### config.mk
export PLATFORM = sky130hd
export DESIGN_NAME = div_unit
export DESIGN_NICKNAME = d
export VERILOG_FILES = /design/src/rtl/div_unit.sv
export SDC_FILE = /design/constraint.sdc
export NUM_CORES = 1
export LEC_CHECK = 0
export BUFFER_PORTS_ARGS = -buffer_cell sky130_fd_sc_hd__buf_2
export CAP_MARGIN = 20
export CORE_MARGIN = 4
export CORE_UTILIZATION = 45
export CTS_CLUSTER_DIAMETER = 40
export DETAILED_ROUTE_END_ITERATION = 7
export GPL_TIMING_DRIVEN = 0
export SETUP_SLACK_MARGIN = 0.05
export SYNTH_ARGS = -nofsm -noshare
export SYNTH_HDL_FRONTEND = slang
export SYNTH_SLANG_ARGS = --single-unit
### constraint.sdc
create_clock -name clk -period 3.8 [get_ports clk]
set_input_delay 0.19 -clock clk [delete_from_list [all_inputs] [get_ports clk]]
set_output_delay 0.19 -clock clk [all_outputs]
set_load 0.02 [all_outputs]
### src/rtl/div_unit.sv
// Iterative restoring divider: one quotient bit per cycle, signed/unsigned,
// start/busy/done handshake with cancel. Results are registered on FIX->DONE.
module div_unit #(
  parameter int WIDTH = 32
) (
  input  logic             clk,
  input  logic             reset,
  input  logic             div_start,
  input  logic             div_signed,
  input  logic [WIDTH-1:0] div_op1,
  input  logic [WIDTH-1:0] div_op2,
  input  logic             div_cancel,
  output logic             div_busy,
  output logic             div_done,
  output logic [WIDTH-1:0] div_quot,
  output logic [WIDTH-1:0] div_rem,
  output logic             div_by_zero
);

  localparam int CW = $clog2(WIDTH) + 1;

  typedef enum logic [1:0] {IDLE, CALC, FIX, DONE} state_t;

  state_t           state_q, state_d;
  logic [CW-1:0]    cnt_q, cnt_d;
  logic [WIDTH:0]   part_q, part_d;
  logic [WIDTH-1:0] dvd_q, dvd_d;
  logic [WIDTH-1:0] dvs_q, dvs_d;
  logic             s1_q, s1_d, s2_q, s2_d, zero_q, zero_d;
  logic [WIDTH-1:0] quot_q, quot_d, rem_q, rem_d;
  logic             dz_q, dz_d;

  logic [WIDTH:0]   shifted, trial;

  // The partial remainder is always below the divisor, so a 33-bit trial
  // subtract gives a trustworthy sign bit.
  assign shifted = {part_q[WIDTH-1:0], dvd_q[WIDTH-1]};
  assign trial   = shifted - {1'b0, dvs_q};

  always_comb begin
    state_d = state_q;
    cnt_d   = cnt_q;
    part_d  = part_q;
    dvd_d   = dvd_q;
    dvs_d   = dvs_q;
    s1_d    = s1_q;
    s2_d    = s2_q;
    zero_d  = zero_q;
    quot_d  = quot_q;
    rem_d   = rem_q;
    dz_d    = dz_q;
    case (state_q)
      IDLE: begin
        if (div_start && !div_cancel) begin
          state_d = CALC;
          s1_d    = div_signed & div_op1[WIDTH-1];
          s2_d    = div_signed & div_op2[WIDTH-1];
          dvd_d   = s1_d ? -div_op1 : div_op1;
          dvs_d   = s2_d ? -div_op2 : div_op2;
          zero_d  = (div_op2 == '0);
          cnt_d   = '0;
          part_d  = '0;
        end
      end
      CALC: begin
        if (div_cancel) begin
          state_d = IDLE;
        end else begin
          if (!trial[WIDTH]) begin
            part_d = trial;
            dvd_d  = {dvd_q[WIDTH-2:0], 1'b1};
          end else begin
            part_d = shifted;
            dvd_d  = {dvd_q[WIDTH-2:0], 1'b0};
          end
          cnt_d = cnt_q + CW'(1);
          if (cnt_q == CW'(WIDTH - 1)) state_d = FIX;
        end
      end
      FIX: begin
        if (div_cancel) begin
          state_d = IDLE;
        end else begin
          state_d = DONE;
          // With a zero divisor the remainder is |op1|; re-applying op1's sign
          // reproduces op1 bit-exactly, so only the quotient needs overriding.
          quot_d  = zero_q ? '1 : ((s1_q ^ s2_q) ? -dvd_q : dvd_q);
          rem_d   = s1_q ? -part_q[WIDTH-1:0] : part_q[WIDTH-1:0];
          dz_d    = zero_q;
        end
      end
      DONE:    state_d = IDLE;
      default: state_d = IDLE;
    endcase
  end

  always_ff @(posedge clk) begin
    if (reset) begin
      state_q <= IDLE;
      cnt_q   <= '0;
      part_q  <= '0;
      dvd_q   <= '0;
      dvs_q   <= '0;
      s1_q    <= 1'b0;
      s2_q    <= 1'b0;
      zero_q  <= 1'b0;
      quot_q  <= '0;
      rem_q   <= '0;
      dz_q    <= 1'b0;
    end else begin
      state_q <= state_d;
      cnt_q   <= cnt_d;
      part_q  <= part_d;
      dvd_q   <= dvd_d;
      dvs_q   <= dvs_d;
      s1_q    <= s1_d;
      s2_q    <= s2_d;
      zero_q  <= zero_d;
      quot_q  <= quot_d;
      rem_q   <= rem_d;
      dz_q    <= dz_d;
    end
  end

  assign div_busy    = (state_q != IDLE);
  assign div_done    = (state_q == DONE);
  assign div_quot    = quot_q;
  assign div_rem     = rem_q;
  assign div_by_zero = dz_q;

endmodule

==> results.py <==
metrics = {
    "yosys": {
        "synth-xor-area-share_pct": 12.2,
        "syn_area_per_cell_um2": 7.76,
        "netlist_instances": 1379,
        "synth_area_leader_cell": "dfxtp_1",
        "synth.ff_latch_count": 172,
        "synthTopCellsByArea": "dfxtp_1, nor2_1, xor2_1, a211oi_1, xnor2_1",
        "yosys_warnings": 0,
        "synth_commonest_cells": "nor2_1, dfxtp_1, nand2_1",
        "synthSimpleGateAreaFrac_pct": 19.2,
        "synthAdderAreaFrac_pct": 4.51,
        "netlist.area_leader.share_pct": 32.2,
        "synth-async-reset-ratio_pct": 0,
        "synth_mux_area_share_pct": 2.81,
        "synth_most_common_cell": "nor2_1",
        "netlist_area_mm2": 0.0107,
        "synth_compound_area_share_pct": 23.9,
        "synth_edf_count": 0,
        "yosysSeqAreaShare_pct": 32.2,
        "yosysUniqueCellTypes": 60,
        "synth_fp_nets": 1486,
        "synth_top_family_by_area": "compound AO/OA/AOI/OAI gates",
        "synth_ff_type": "dfxtp_1",
    },
    "route": {
        "dr_total_vias": 10333,
        "avgViaCountPerCell": 5.53,
        "drt-met1-wl_mm": 16.1,
        "route.detailed.drc": 0,
        "dr.max_layer_used": "met4",
        "wl_per_cell_um": 17.0,
        "ant_nets": 0,
        "route.met2.wl_mm": 13.4,
        "wl_mm": 31.8,
        "drtIter0Drc": 857,
        "wl_met3_mm": 1.86,
        "drt_first_pass_iters": 5,
    },
    "critical_path": {
        "crit_type": "flop to flop",
        "worstSetupStartpointType": "flop",
        "arrival_ns": 3.88,
        "cp-startpoint": "dvd_q[31]$_SDFFE_PP0P_",
        "crit_fanout": 10,
        "r2r_start": "dvd_q[31]$_SDFFE_PP0P_",
        "required_ns": 4.11,
        "end_kind": "flop",
    },
    "power": {
        "seqPwrFrac_pct": 41.4,
        "p_int_mw": 3.25,
        "p_clk_share_pct": 38.4,
        "leakage_nw": 5.04,
        "total_power_mw": 4.67,
        "p_sw_mw": 1.42,
        "sw_frac_of_total_pct": 30.4,
        "ir_drop_mv": 0.246,
        "power_density_mw_per_mm2": 376,
        "combinationalPowerShare_pct": 20.2,
    },
    "clocking": {
        "cts.sinks": 172,
        "cts.reportedPaths.clkPinSlew_ns": 0.07,
        "cts_root_buffer": "clkbuf_16",
        "clkLatencyLatePin_ns": 0.43,
        "cts_htree_levels": 4,
        "cts_tree": "built",
        "clock_path_buffers": 2,
        "cts_buffers": 17,
    },
    "floorplan": {
        "chipHeight_um": 162,
        "dieArea_mm2": 0.0263,
        "placementRows": 56,
        "chipWidth_um": 162,
        "pin_count": 136,
        "start_util_pct": 45.7,
        "core-area_mm2": 0.0234,
    },
    "final_layout": {
        "n_fill_cell": 2331,
        "nets": 1643,
        "multi_input_area_mm2": 0.00672,
        "register_area_mm2": 0.00344,
        "layout-drive-gt1-share_pct": 12.3,
        "layoutNonFillerInstCount": 1869,
        "syn_to_final_growth_pct": 16.0,
    },
    "timing": {
        "final-max-slew-violation-count": 0,
        "final_hold_viol_count": 0,
        "fin_worst_skew_ns": 0.0139,
        "rsz0062_at_grt": "false",
        "post-route-period-util_pct": 94.0,
        "tns_ns": 0,
        "worst_slew_pin_slew_ns": 1.06,
        "setup_violations": 0,
        "timing.fmax_mhz": 280,
        "relSlewSlack_pct": 28.7,
        "hold_ws_ns": 0.0613,
        "fin_crit_ns": 3.57,
    },
    "global_route": {
        "gr-total-overflow": 0,
        "grt_max_degree": 17,
        "grt_pass1_wl_mm": 51.0,
        "antenna_found_initial": 2,
        "track_usage_pct": 23.9,
        "grt_pass1_vias": 9533,
    },
    "placement": {
        "gp_congestion": 0.930,
        "io_buffer_count": 133,
        "dp.cells": 1832,
        "hpwlAfterDp_mm": 25.0,
    },
    "flow_run": {
        "maxCapViolCount": 0,
    },
    "worst_hold_path": {
        "hp-class": "primary input to flop",
        "min-delay-start": "div_op2[31]",
    },
    "outcome": {
        "status": "finished, final reports clean",
    },
}
-- state kept, by name (all words and copies together), names as in the netlist --
| register | count |
|---|---|
| state_q | 2 |
| cnt_q | 6 |
| s2_q | 1 |
| div_rem | 32 |
| zero_q | 1 |
| div_quot | 32 |
| dvs_q | 32 |
| part_q | 32 |
| div_by_zero | 1 |
| s1_q | 1 |
| dvd_q | 32 |
-- per-stage QoR --
stage                     cell area, µm²  utilization [%]  setup slack, ns
after floorplan                    10700                -            0.678
after global placement             11800             50.3           0.0683
after detailed placement           11800             50.3           0.0159
after CTS                          12400             52.9            0.169
after global routing               12400             53.0           0.0872
final                              12400             53.0            0.228
-- per-layer routing --
| metal | global-route usage (%) | up-vias |
|---|---|---|
| met3 | 3.02 | 28 |
| li1 | - | 5228 |
| met5 | 0 | - |
| met2 | 35.3 | 286 |
| met4 | 5.65 | 0 |
| met1 | 36.9 | 4791 |
-- layout make-up --
class / instances / area share [%]
sequential: 172 / 27.8
multi-input combinational: 1065 / 54.1
buffer: 93 / 2.97
clock inverter: 11 / 1.07
timing repair buffer: 138 / 5.67
tap: 319 / 3.22
antenna: 1 / 0.0202
inverter: 49 / 1.48
clock buffer: 21 / 3.71
-- power groups by stage --
stage	Combinational (mW)	Sequential [mW]	Clock [mW]
3_3_place_gp	0.913	1.97	0
2_1_floorplan	0.641	1.97	0
5_1_grt	1.05	1.94	1.90
4_1_cts	0.925	1.93	1.83
3_5_place_dp	0.921	1.97	0
6_report	0.943	1.93	1.79
-- final timing paths --
| kind | end | slack (ns) | cells past startpoint |
|---|---|---|---|
| setup reg to reg | part_q[10]$_SDFFE_PP0P_ | 0.23 | 14 |
| setup / recovery | part_q[10]$_SDFFE_PP0P_ | 0.23 | 14 |
| hold reg to reg | dvs_q[31]$_SDFFE_PP0P_ | 0.46 | 2 |
| hold / removal | dvs_q[31]$_SDFFE_PP0P_ | 0.06 | 3 |
-- cells by family after synthesis --
logic type	Yosys count
buffers and inverters	142
adder cells (fa/ha/maj)	38
AND/OR/NAND/NOR	454
AO/OA/AOI/OAI	396
multiplexers	30
XOR/XNOR	147
flip-flops	172
-- cell usage in the layout (no fill, tap or decap), types with 21 or more instances in the layout --
master and n:
mux2i_1 30, o22ai_1 30, or3_1 21, a211oi_1 83, clkbuf_1 90, dfxtp_1 171
nand2_1 110, inv_1 49, a21oi_1 99, nor2_1 205, buf_2 134, nor3_1 27
o21ai_0 79, xor2_1 85, ha_1 37, xnor2_1 61
-- what timing repair did --
| action | CTS | global route |
|---|---|---|
| pin swaps | 1 | 1 |
| setup endpoints to repair | 10 | 20 |
| hold buffers | 0 | 0 |
| gates resized for setup | 0 | 2 |
| setup buffers | 1 | 3 |
-- worst max-delay path: stages, from the launching register on --
cell and delay, ns:
dfxtp_1 0.35, inv_1 0.09, ha_1 0.24, fa_1 0.38, nand2b_1 0.23, a21oi_2 0.22, o31ai_2 0.16, o211ai_2 0.24
a31o_2 0.18, nand2_1 0.12, o31a_1 0.40, xnor2_4 0.26, buf_6 0.22, mux2i_1 0.26, o21ai_0 0.10
Power figures use the tool's default switching activity.
